**config.mk**
```make
export PLATFORM = sky130hd
export DESIGN_NAME = div_nb
export DESIGN_NICKNAME = d
export VERILOG_FILES = /design/src/rtl/div_pkg.sv /design/src/rtl/div_step.sv /design/src/rtl/div_nb.sv
export SDC_FILE = /design/constraint.sdc
export NUM_CORES = 1
export LEC_CHECK = 0
export ABC_CLOCK_PERIOD_IN_PS = 2000
export CELL_PAD_IN_SITES_DETAIL_PLACEMENT = 0
export CELL_PAD_IN_SITES_GLOBAL_PLACEMENT = 1
export CORE_MARGIN = 2
export CORE_UTILIZATION = 37
export DETAILED_ROUTE_END_ITERATION = 8
export PLACE_DENSITY = 0.74
export SETUP_SLACK_MARGIN = 0.1
export SLEW_MARGIN = 20
export SYNTH_ARGS = -nofsm -noshare
export SYNTH_HDL_FRONTEND = slang
export SYNTH_SLANG_ARGS = --single-unit
export TNS_END_PERCENT = 100
```
**constraint.sdc**
```tcl
create_clock -name clk -period 2 [get_ports clk]
set_input_delay 0.3 -clock clk [delete_from_list [all_inputs] [get_ports clk]]
set_output_delay 0.3 -clock clk [all_outputs]
set_load 0.03 [all_outputs]
```
**src/rtl/div_pkg.sv**
```systemverilog
// Shared types and sizing helpers for the div_nb restoring divider.
package div_pkg;

  typedef enum logic [1:0] {
    StIdle,
    StCalc,
    StFix
  } div_state_e;

  // Counter must hold 0..width inclusive.
  function automatic int unsigned div_cnt_w(input int unsigned width);
    return $clog2(width + 1);
  endfunction

endpackage

```
**src/rtl/div_step.sv**
```systemverilog
// One combinational restoring-division step: shift in a dividend bit, trial-subtract the divisor.
module div_step #(
  parameter int unsigned WIDTH = 8
) (
  input  logic [WIDTH:0]   pr_i,
  input  logic             dvd_bit_i,
  input  logic [WIDTH-1:0] dvs_i,
  output logic [WIDTH:0]   pr_o,
  output logic             q_bit_o
);

  logic [WIDTH+1:0] shifted;
  logic [WIDTH+1:0] diff;

  assign shifted = {pr_i, dvd_bit_i};
  assign diff    = shifted - {2'b00, dvs_i};
  // Top bit of the difference is the borrow: set means the divisor did not fit.
  assign q_bit_o = ~diff[WIDTH+1];
  assign pr_o    = q_bit_o ? diff[WIDTH:0] : shifted[WIDTH:0];

endmodule

```
**src/rtl/div_nb.sv**
```systemverilog
// Multi-cycle restoring divider with start/ready handshake, one quotient bit per clock.
// Define DIV_SIGNED_EN to add the sgn port and a two's-complement fixup state.
module div_nb
  import div_pkg::*;
#(
  parameter int unsigned WIDTH = 8
) (
  input  logic             clk,
  input  logic             rst,
  input  logic [WIDTH-1:0] a,
  input  logic [WIDTH-1:0] b,
  input  logic             start,
`ifdef DIV_SIGNED_EN
  input  logic             sgn,
`endif
  output logic [WIDTH-1:0] quot,
  output logic [WIDTH-1:0] rem,
  output logic             dbz,
  output logic             ready
);

  localparam int unsigned CntW = div_cnt_w(WIDTH);
  localparam logic [WIDTH-1:0] DivAllOnes = '1;

  div_state_e       state_q, state_d;
  logic [CntW-1:0]  cnt_q, cnt_d;
  logic [WIDTH:0]   pr_q, pr_d;
  logic [WIDTH-1:0] dvd_q, dvd_d;
  logic [WIDTH-1:0] dvs_q, dvs_d;
  logic [WIDTH-1:0] quot_q, quot_d;
  logic [WIDTH-1:0] rem_q, rem_d;
  logic             dbz_q, dbz_d;
  logic [WIDTH:0]   pr_nxt;
  logic             q_bit;
  logic [WIDTH-1:0] early_rem;

`ifdef DIV_SIGNED_EN
  logic             fix_q, fix_d;
  logic             negq_q, negq_d;
  logic             negr_q, negr_d;
  logic [WIDTH-1:0] a_raw_q, a_raw_d;

  function automatic logic [WIDTH-1:0] abs_val(input logic [WIDTH-1:0] v);
    return v[WIDTH-1] ? ~v + 1'b1 : v;
  endfunction

  assign early_rem = a_raw_q;
`else
  // Dividend register is untouched until the first step, so it still holds raw a.
  assign early_rem = dvd_q;
`endif

  div_step #(
    .WIDTH(WIDTH)
  ) u_step (
    .pr_i     (pr_q),
    .dvd_bit_i(dvd_q[WIDTH-1]),
    .dvs_i    (dvs_q),
    .pr_o     (pr_nxt),
    .q_bit_o  (q_bit)
  );

  always_ff @(posedge clk) begin
    if (rst) begin
      state_q <= StIdle;
      cnt_q   <= '0;
      pr_q    <= '0;
      dvd_q   <= '0;
      dvs_q   <= '0;
      quot_q  <= '0;
      rem_q   <= '0;
      dbz_q   <= 1'b0;
`ifdef DIV_SIGNED_EN
      fix_q   <= 1'b0;
      negq_q  <= 1'b0;
      negr_q  <= 1'b0;
      a_raw_q <= '0;
`endif
    end else begin
      state_q <= state_d;
      cnt_q   <= cnt_d;
      pr_q    <= pr_d;
      dvd_q   <= dvd_d;
      dvs_q   <= dvs_d;
      quot_q  <= quot_d;
      rem_q   <= rem_d;
      dbz_q   <= dbz_d;
`ifdef DIV_SIGNED_EN
      fix_q   <= fix_d;
      negq_q  <= negq_d;
      negr_q  <= negr_d;
      a_raw_q <= a_raw_d;
`endif
    end
  end

  always_comb begin
    state_d = state_q;
    cnt_d   = cnt_q;
    pr_d    = pr_q;
    dvd_d   = dvd_q;
    dvs_d   = dvs_q;
    quot_d  = quot_q;
    rem_d   = rem_q;
    dbz_d   = dbz_q;
`ifdef DIV_SIGNED_EN
    fix_d   = fix_q;
    negq_d  = negq_q;
    negr_d  = negr_q;
    a_raw_d = a_raw_q;
`endif
    unique case (state_q)
      StIdle: begin
        if (start) begin
          state_d = StCalc;
          cnt_d   = '0;
          pr_d    = '0;
          dvd_d   = a;
          dvs_d   = b;
`ifdef DIV_SIGNED_EN
          a_raw_d = a;
          fix_d   = sgn;
          negq_d  = sgn & (a[WIDTH-1] ^ b[WIDTH-1]);
          negr_d  = sgn & a[WIDTH-1];
          if (sgn) begin
            dvd_d = abs_val(a);
            dvs_d = abs_val(b);
          end
`endif
        end
      end
      StCalc: begin
        if (dvs_q == '0) begin
          quot_d  = DivAllOnes;
          rem_d   = early_rem;
          dbz_d   = 1'b1;
          state_d = StIdle;
        end else begin
          pr_d  = pr_nxt;
          dvd_d = {dvd_q[WIDTH-2:0], q_bit};
          cnt_d = cnt_q + 1'b1;
          if (cnt_q == CntW'(WIDTH - 1)) begin
`ifdef DIV_SIGNED_EN
            if (fix_q) begin
              state_d = StFix;
            end else begin
              quot_d  = dvd_d;
              rem_d   = pr_nxt[WIDTH-1:0];
              dbz_d   = 1'b0;
              state_d = StIdle;
            end
`else
            quot_d  = dvd_d;
            rem_d   = pr_nxt[WIDTH-1:0];
            dbz_d   = 1'b0;
            state_d = StIdle;
`endif
          end
        end
      end
`ifdef DIV_SIGNED_EN
      StFix: begin
        quot_d  = negq_q ? ~dvd_q + 1'b1 : dvd_q;
        rem_d   = negr_q ? ~pr_q[WIDTH-1:0] + 1'b1 : pr_q[WIDTH-1:0];
        dbz_d   = 1'b0;
        state_d = StIdle;
      end
`endif
      default: state_d = StIdle;
    endcase
  end

  always_comb begin
    ready = (state_q == StIdle);
  end

  assign quot = quot_q;
  assign rem  = rem_q;
  assign dbz  = dbz_q;

endmodule

```
======== Word-level counts from Yosys, hierarchy flattened ========
Index checks and enable logic that the tools add are counted.
cells by class
  multipliers ............................. 0
  shifts and indexed selects .............. 0
  bitwise logic cells ..................... 1
  equal/unequal tests ..................... 5
  reductions and logical operators ........ 8
  order comparisons ....................... 0
  div/mod/pow operators ................... 0
  add/sub/neg operators ................... 2
  mux-type cells .......................... 20
operators by type and width
  operator               number
  $mux W8                6
  $mux W9                3
  $pmux W9 S2            1
  $pmux W8 S2            1
  $sub A10 B8 Y10        1
  $logic_not A8 Y1       1
  $mux W4                2
  $pmux W4 S2            1
  $mux W2                3
  $reduce_and A2 Y1      3
  $add A4 B1 Y4 const B  1
  $eq A4 B3 Y1 const B   1
  $ne A2 B2 Y1 const B   2
  $pmux W2 S2            1
  $reduce_bool A2 Y1     2
  $ne A3 B3 Y1 const B   1
  $reduce_and A3 Y1      1
  $eq A2 B1 Y1 const B   1
  $logic_not A2 Y1       1
  $mux W1                2
  $not A1 Y1             1
word-level totals
  memory bits (writable) .................. 0
  output and inout bits ................... 18
  flip-flop bits (word level) ............. 48
  bits in latches ......................... 0
  bits of input ports ..................... 19
  bits in read-only memories .............. 0
  memories ................................ 0

======== Longest topological paths before layout ========
Gate-level depths: netlist (run 1).
  depth after elaboration ................. 4
  mapped depth ............................ 10
  mapped depth without buffers ............ 9

======== Hierarchy ========
From an unflattened synthesis (run 1), not the netlist that was laid out.
second synthesis, totals
  cells, all modules ...................... 361
  area, all modules ....................... 2966.6 um^2
by module, submodules not included
  module    area each (um^2)  cells each  sequential area each (um^2)  instances
  div_nb    2438.6            294         940.9                        1
  div_step  528.0             67          0.0                          1

======== Worst setup path after synthesis (run 1) ========
OpenSTA, ideal clock, no wires.
  path kind ............................... flip-flop to flip-flop
  start point ............................. register dvs_q[4]
  end point ............................... register pr_q[2]
  path slack .............................. -0.092 ns
  arrival ................................. 1.975 ns
  setup time .............................. 0.117 ns
  stages on the path, launching flop included .. 10
  period minus slack after synthesis ...... 2.092 ns
  required time ........................... 1.883 ns
  buffers on the path ..................... 2
  path through ............................ dfxtp_1 > inv_1 > ha_1 > buf_6 > a21oi_2 > o221ai_1 > or3_1 > buf_4 > a21o_1 > a32o_1
between the ends
  word-level cells in the longest chain between the ends .. 4
  elaborated cells between the ends (all ways) .. 7
  classes of those cells .................. add/sub: 1; eq/ne: 1; mux: 3; reduce/logical: 2
RTL lines
  element                   line            RTL
  start: declaration        div_nb.sv:29    logic [WIDTH-1:0] dvs_q, dvs_d;
  start signal: assignment  div_nb.sv:84    dvs_q <= dvs_d;
  $sub A10 B8 Y10           div_step.sv:16  assign diff = shifted - {2'b00, dvs_i};
  $mux W9                   div_step.sv:19  assign pr_o = q_bit_o ? diff[WIDTH:0] : shifted[WIDTH:0];
  $mux W9                   div_nb.sv:133   if (dvs_q == '0) begin
  $pmux W9 S2               div_nb.sv:112   unique case (state_q)
  end signal: assignment    div_nb.sv:82    pr_q <= pr_d;
  end: declaration          div_nb.sv:27    logic [WIDTH:0] pr_q, pr_d;
Several ways; a longest one is shown, not always the timed one. The select of a mux whose other input is x is not followed.
A chain may end at the register's enable or synchronous reset.

======== Worst setup path in the final report (run 1) ========
  start point ............................. register dvs_q[2]
  end point ............................... register rem_q[2], in the netlist rem[2]
between the ends
  word-level cells in the longest chain between the ends .. 4
  elaborated cells between the ends (all ways) .. 7
  classes of those cells .................. add/sub: 1; mux: 3; reduce/logical: 3
RTL lines
  element                 line            RTL
  $sub A10 B8 Y10         div_step.sv:16
  $mux W9                 div_step.sv:19
  $mux W8                 div_nb.sv:142   if (cnt_q == CntW'(WIDTH - 1)) begin
  $mux W8                 div_nb.sv:133
  end signal: assignment  div_nb.sv:86    rem_q <= rem_d;
  end: declaration        div_nb.sv:31    logic [WIDTH-1:0] rem_q, rem_d;
Several ways; a longest one is shown, not always the timed one. The select of a mux whose other input is x is not followed.

==> run metrics, run 1 <==
CTS sink count 47; CTS root buf clkbuf_8; Post-synth EDFFs 0; initial antenna violation count 0; Placement Cell Area 0.00350 mm^2; GRT Total Usage 0.205; GP Congestion 0.839; Lkg Pwr 1.52 nW; # fillers 648; top cells by area, synth dfxtp_1, nor2_1, ha_1; failing checks negative setup slack; Die H 88.1 um; asr flop ratio synth 0; standard-cell rows 30; clock slew at reported path FFs 100 ps; fmax 493 MHz; Yosys warnings 0; Synth Instances 317; Wirelength per Cell 15.0 um; skew final 10.8 ps; critical-path maximum fanout 8; Max-Cap Viols 0; slack of the critical path -30.1 ps; largest net degree at the start of global routing 21; Synth Flop Type dfxtp_1; FF-to-FF End rem[2]; final setup fails 2; status complete, but fails checks; fin area 0.00389 mm^2; Crit. End Element flip-flop; cts bufs inserted 5; # port buffers 36; sequential-to-total area share from yosys stat 0.359; CTS max path bufs 2; Worst slew margin 0.703; CTS tree yes; Detail Route Antenna Nets 0; worst slew pin tran 445 ps; endpoints failing hold 0; RSZ-0062 raised after global routing yes; Die ar. 0.00777 mm^2; CP required 2240 ps; average vias per placed instance 5.27; Worst Hold Path Cells 2; area growth from synthesis to layout 48.6%; share of post-route cells with drive strength above 1 0.330; Hold Path Class reg -> reg; Synth area leader dfxtp_1; Post-CTS Hold Fix Bufs 0; Initial Utilization 0.383; CP Data Arrival Time 2270 ps; period utilisation layout 1.02; DRC viols 0; syn nets 346; H-tree depth 2; WL final 7.59 mm; Max IR drop VDD 0.398 mV; vias in the first global route 2,551; Synth top cells by count dfxtp_1, nor2_1, nand2_1; Cell Area, Synth 0.00262 mm^2; mean post-synth cell area 8.26 um^2; Ports 37; Layout Nets 437; Pins Over Slew Limit 0; grt ovf 0; TNS Setup -34.3 ps; Min-Delay Endpoint dbz; critical setup path kind reg -> reg; reg2reg setup slack -30 ps; most numerous cell in the Yosys netlist dfxtp_1; core area 0.00683 mm^2; R2R cell count 8; FF-to-FF Start dvs_q[2]; Die W 88.1 um; Final Util 0.570; Yosys top cell area share 0.359; min-delay src dbz; post-detail-place hpwl 5.51 mm; synthesis-stage register bit count 47; via count 2,663; Unique masters post-synth 52; post-layout min period 2030 ps; crit path launch type flip-flop; first-pass GRT wire length 12.4 mm; Antenna diodes 0; DR iter-0 viols 106; Power Density 952 mW/mm^2; worst-skew pair later-pin latency 310 ps; Detailed Routing Iterations Pass 1 4; worst slack, placed -126 ps
kinds of logic after synthesis:
logic type,Yosys count,synth area share
AND/OR/NAND/NOR,117,0.222
AO/OA/AOI/OAI,94,0.254
flip-flops,47,0.359
buffers and inverters,34,0.0588
adder cells (fa/ha/maj),10,0.0506
multiplexers,9,0.0349
XOR/XNOR,6,0.0201
stage by stage:
stage               power [mW]  std cells  hold WS, ps
floorplan                 2.02        317          439
finish                    3.71        505          465
detailed placement        2.56        483          454
global route              3.91        505          480
global placement          2.55        483          446
CTS                       3.64        500          467
worst max path at each step:
stage	start	end	cells past startpoint
3_5_place_dp	pr_q[5]	pr_q[8]	7
3_3_place_gp	dvs_q[2]	pr_q[6]	8
5_1_grt	dvs_q[2]	rem[2]	8
4_1_cts	dvs_q[2]	rem[2]	8
6_report	dvs_q[2]	rem[2]	8
2_1_floorplan	dvs_q[4]	pr_q[2]	9
critical path: stages (launching register included):
cell      delay (ps)
dfxtp_2          340
inv_2             50
ha_4             270
nand3b_1         160
a211oi_4         340
nor3_2            80
buf_4            170
or3_4            390
a31oi_4          170
power breakdown:
group          internal (mW)  switching (mW)
registers               1.02          0.0735
clock network          0.499           0.349
logic                  0.873           0.886
total                   2.40            1.31
cell usage in the layout (no fill, tap or decap), types with 4 or more instances in the layout:
master           count
nand3_1              8
buf_4               61
o221a_2              4
o21ai_0              5
mux2i_1              8
a21o_1               4
a21oi_1             18
o211ai_1             7
nand4_1              8
inv_2                7
inv_1                7
dfxtp_2             11
o21ai_1              6
a211oi_1             7
nand2_1             25
nand3_2              4
buf_6                6
nor2_1              45
dfxtp_1             36
nor3b_1              4
clkbuf_8             5
a31oi_1             12
clkdlybuf4s50_1     36
ha_4                 5
a211o_1              6
registers in the layout, indices dropped and copies added (netlist names):
| name | cells |
|---|---|
| cnt_q | 4 |
| dbz | 1 |
| dvd_q | 8 |
| dvs_q | 8 |
| pr_q | 9 |
| quot | 8 |
| rem | 8 |
| state_q | 1 |
cell type report:
type,instances,area (um^2),share of cell area
Clock inverter,3,67.6,0.0174
Multi-Input combinational cell,236,1720,0.443
Inverter,14,52.6,0.0135
Clock buffer,5,68.8,0.0177
Sequential cell,47,955,0.245
Timing Repair Buffer,104,906,0.233
Tap cell,96,120,0.0309
layer usage:
| metal | track usage | up-vias | part of all wire |
|---|---|---|---|
| li1 | - | 1334 | - |
| met1 | 0.273 | 1248 | 0.47 |
| met2 | 0.346 | 72 | 0.47 |
| met3 | 0.0320 | 9 | 0.039 |
| met4 | 0.0565 | 0 | 0.015 |
| met5 | 0 | - | 0 |
repair_timing:
item	in CTS	in global routing
pin swaps	20	13
buffers inserted	9	5
hold endpoints to repair	0	0
endpoints found under the setup margin	19	19
resized for setup	33	12
No activity file was read; power rests on OpenSTA's default activity.
==> run 2, diff against run 1 <==
--- a/config.mk
+++ b/config.mk
@@ -5,16 +5,16 @@
 export SDC_FILE = /design/constraint.sdc
 export NUM_CORES = 1
 export LEC_CHECK = 0
-export ABC_CLOCK_PERIOD_IN_PS = 2000
 export CELL_PAD_IN_SITES_DETAIL_PLACEMENT = 0
 export CELL_PAD_IN_SITES_GLOBAL_PLACEMENT = 1
 export CORE_MARGIN = 2
-export CORE_UTILIZATION = 37
+export CORE_UTILIZATION = 38
 export DETAILED_ROUTE_END_ITERATION = 8
-export PLACE_DENSITY = 0.74
+export PLACE_DENSITY = 0.75
 export SETUP_SLACK_MARGIN = 0.1
 export SLEW_MARGIN = 20
 export SYNTH_ARGS = -nofsm -noshare
 export SYNTH_HDL_FRONTEND = slang
+export SYNTH_HIERARCHICAL = 1
 export SYNTH_SLANG_ARGS = --single-unit
 export TNS_END_PERCENT = 100
==> run 2 against run 1 <==
Effect of this change: the run still ends with negative setup slack left; synthesized cell count is 14% higher; combinational power is 29% lower; clock power is 2% lower; worst setup slack worse by 560 ps; global-route usage is 0.77 points higher; sequential cell count stayed put; sequential power hardly changed; maximum frequency is 22% lower; first-iteration DRC count is 68% higher; register-to-register slack worse by 560 ps; sequential share of layout area is 1.9 points lower; critical path type unchanged.
==> run metrics, run 2 <==
FF-to-FF Start dvs_q[4] (was dvs_q[2]); RSZ-0062 raised after global routing yes (unchanged); R2R cell count 11 (was 8); Power Density 750 mW/mm^2 (was 952 mW/mm^2); commonest non-fill, non-tap cell in the layout buf_4 (unchanged); post-layout min period 2590 ps (was 2030 ps); Die H 92.4 um (was 88.1 um); Synth Flop Type dfxtp_1 (unchanged); worst-skew pair later-pin latency 300 ps (was 310 ps); Wirelength per Cell 16.4 um (was 15.0 um); syn nets 390 (was 346); WL final 8.85 mm (was 7.59 mm); CP max stage cell a221o_1 (was or3_4); vias in the first global route 2,995 (was 2,551); synthesis-stage register bit count 47 (unchanged); initial antenna violation count 0 (unchanged); Initial Utilization 0.388 (was 0.383); final setup fails 19 (was 2); core area 0.00765 mm^2 (was 0.00683 mm^2); fmax 386 MHz (was 493 MHz); GP Congestion 0.803 (was 0.839); max FFs per register 9 (unchanged); CTS root buf clkbuf_8 (unchanged); most frequent cells in the layout buf_4, dfxtp_1, clkdlybuf4s50_1, nand2_1, nand3_1 (was buf_4, nor2_1, dfxtp_1, clkdlybuf4s50_1, nand2_1); Yosys warnings 6 (was 0); DRC viols 0 (unchanged); post-detail-place hpwl 6.23 mm (was 5.51 mm); Biggest register pr_q (unchanged); CP required 2190 ps (was 2240 ps); Worst Hold Path Cells 2 (unchanged); H-tree depth 2 (unchanged); slack of the critical path -590 ps (was -30.1 ps); # fillers 716 (was 648); hold_ws 504 ps (was 465 ps); Die ar. 0.00853 mm^2 (was 0.00777 mm^2); Unique masters post-synth 53 (was 52); CP Data Arrival Time 2780 ps (was 2270 ps); Post-CTS Hold Fix Bufs 0 (unchanged); Pins Over Slew Limit 0 (unchanged); max incr delay on CP 370 ps (was 390 ps); sequential-to-total area share from yosys stat 0.317 (was 0.359); Detail Route Antenna Nets 0 (unchanged); largest net degree at the start of global routing 44 (was 21); CTS tree yes (unchanged); area growth from synthesis to layout 41.8% (was 48.6%); # port buffers 36 (unchanged); min-delay src quot[5] (was dbz); average vias per placed instance 5.67 (was 5.27); Ports 37 (unchanged); Max-Cap Viols 0 (unchanged); CP Launch Point dvs_q[4] (was dvs_q[2]); status complete, but fails checks (unchanged); critical-path maximum fanout 7 (was 8); skew final 5.57 ps (was 10.8 ps); Buf+Inv Stages, Crit Path 2 (unchanged); crit path launch type flip-flop (unchanged); Hold Path Class reg -> reg (unchanged); CTS sink count 47 (unchanged); crit-path cells inv_2 > ha_4 > a21oi_2 > and2_0 > a221o_1 > a221oi_4 > buf_12 > mux2_4 > and2_4 > mux2i_1 > o221ai_1 (was inv_2 > ha_4 > nand3b_1 > a211oi_4 > nor3_2 > buf_4 > or3_4 > a31oi_4); via count 3,061 (was 2,663); failing checks negative setup slack (unchanged); Yosys top cell area share 0.317 (was 0.359); grt ovf 0 (unchanged); Power, Total 3.16 mW (was 3.71 mW); asr flop ratio synth 0 (unchanged); worst slew pin tran 926 ps (was 445 ps); Crit. End Element flip-flop (unchanged); Post-synth EDFFs 0 (unchanged); critical path's top delay family compound AO/OA/AOI/OAI gates (was simple AND/OR/NAND/NOR gates); Synth top cells by count dfxtp_1, nand2_1, nand3_1 (was dfxtp_1, nor2_1, nand2_1); Cell Area, Synth 0.00297 mm^2 (was 0.00262 mm^2); Detailed Routing Iterations Pass 1 4 (unchanged); period utilisation layout 1.30 (was 1.02); top cells by area, synth dfxtp_1, mux2_2, nand3_1 (was dfxtp_1, nor2_1, ha_1); Die W 92.4 um (was 88.1 um); DR iter-0 viols 178 (was 106); clock slew at reported path FFs 90 ps (was 100 ps); share of post-route cells with drive strength above 1 0.299 (was 0.330); Layout Nets 466 (was 437); Synth area leader dfxtp_1 (unchanged); GRT Total Usage 0.213 (was 0.205); critical path depth in cells 11 (was 8); Antenna diodes 0 (unchanged); cts bufs inserted 5 (unchanged); endpoints failing hold 0 (unchanged); CTS max path bufs 2 (unchanged); most numerous cell in the Yosys netlist dfxtp_1 (unchanged); standard-cell rows 32 (was 30); critical setup path kind reg -> reg (unchanged); Synth Instances 361 (was 317); Lkg Pwr 1.54 nW (was 1.52 nW); Worst slew margin 0.380 (was 0.703); first-pass GRT wire length 14.8 mm (was 12.4 mm); Max IR drop VDD 0.438 mV (was 0.398 mV); mean post-synth cell area 8.22 um^2 (was 8.26 um^2)
run 2: changes by cell type after synthesis, moves of 10 or more:
cell,delta
nor4_1,+17
clkbuf_1,+15
nor2_1,-32
a211oi_1,+10
mux2_2,+13
nand3_1,+18
run 2: timing repair:
| item | CTS | global route |
|---|---|---|
| resized for setup | 12 | 6 |
| buffers inserted | 3 | 0 |
| pin swaps | 8 | 2 |
| endpoints found under the setup margin | 19 | 20 |
run 2: per-layer routing:
layer / global-route usage / share of wire
met5: 0 / 0
met4: 0.0460 / 0.0081
met3: 0.0334 / 0.046
met2: 0.345 / 0.48
met1: 0.299 / 0.46
run 2: layout make-up:
type / count / area (um^2) / share of cell area
inverters: 14 / 52.6 / 0.0125
clock inverters: 2 / 60.1 / 0.0143
repair buffers: 102 / 905 / 0.215
clock buffers: 6 / 72.6 / 0.0172
well taps: 102 / 128 / 0.0303
multi-input cells: 267 / 2040 / 0.485
flip-flops and latches: 47 / 951 / 0.226
run 2: kinds of logic (layout without fill, tap and decap cells):
logic type | after synthesis | count (layout) | synth area share
DFF | 47 | 47 | 0.317
xor gates and xnor gates | 6 | 6 | 0.0177
and+or+nand+nor | 130 | 130 | 0.228
buffers and inverters | 47 | 124 | 0.0654
muxes | 23 | 23 | 0.0835
AOI/OAI and AO/OA | 98 | 98 | 0.244
adders and majority gates | 10 | 10 | 0.0447
run 2: path summary, 6_finish.rpt:
path / end / slack [ps]
worst min-delay path: quot[5] / 500
worst max-delay path: rem[6] / -590
worst min register to register: quot[5] / 500
worst max register to register: rem[6] / -590
run 2: power breakdown:
group          internal (mW)  switching [mW]
clock                  0.500           0.334
combinational          0.629           0.626
sequential              1.00          0.0654
run 2: worst reg2reg max path, cell delays in order, from the launching register on:
cell and delay [ps]:
dfxtp_2 350, inv_2 40, ha_4 270, a21oi_2 90
and2_0 160, a221o_1 370, a221oi_4 330, buf_12 170
mux2_4 290, and2_4 160, mux2i_1 130, o221ai_1 120
run 2: through the flow:
step,instance area [um^2],TNS (ps),setup slack (ps),instances,utilization
global placement,3970,-8770,-606,529,0.519
finish,4210,-8950,-590,540,0.550
floorplan,3100,-9220,-718,361,-
global route,4210,-10850,-707,540,0.550
CTS,4190,-8820,-581,540,0.548
detailed placement,3970,-9670,-660,529,0.519
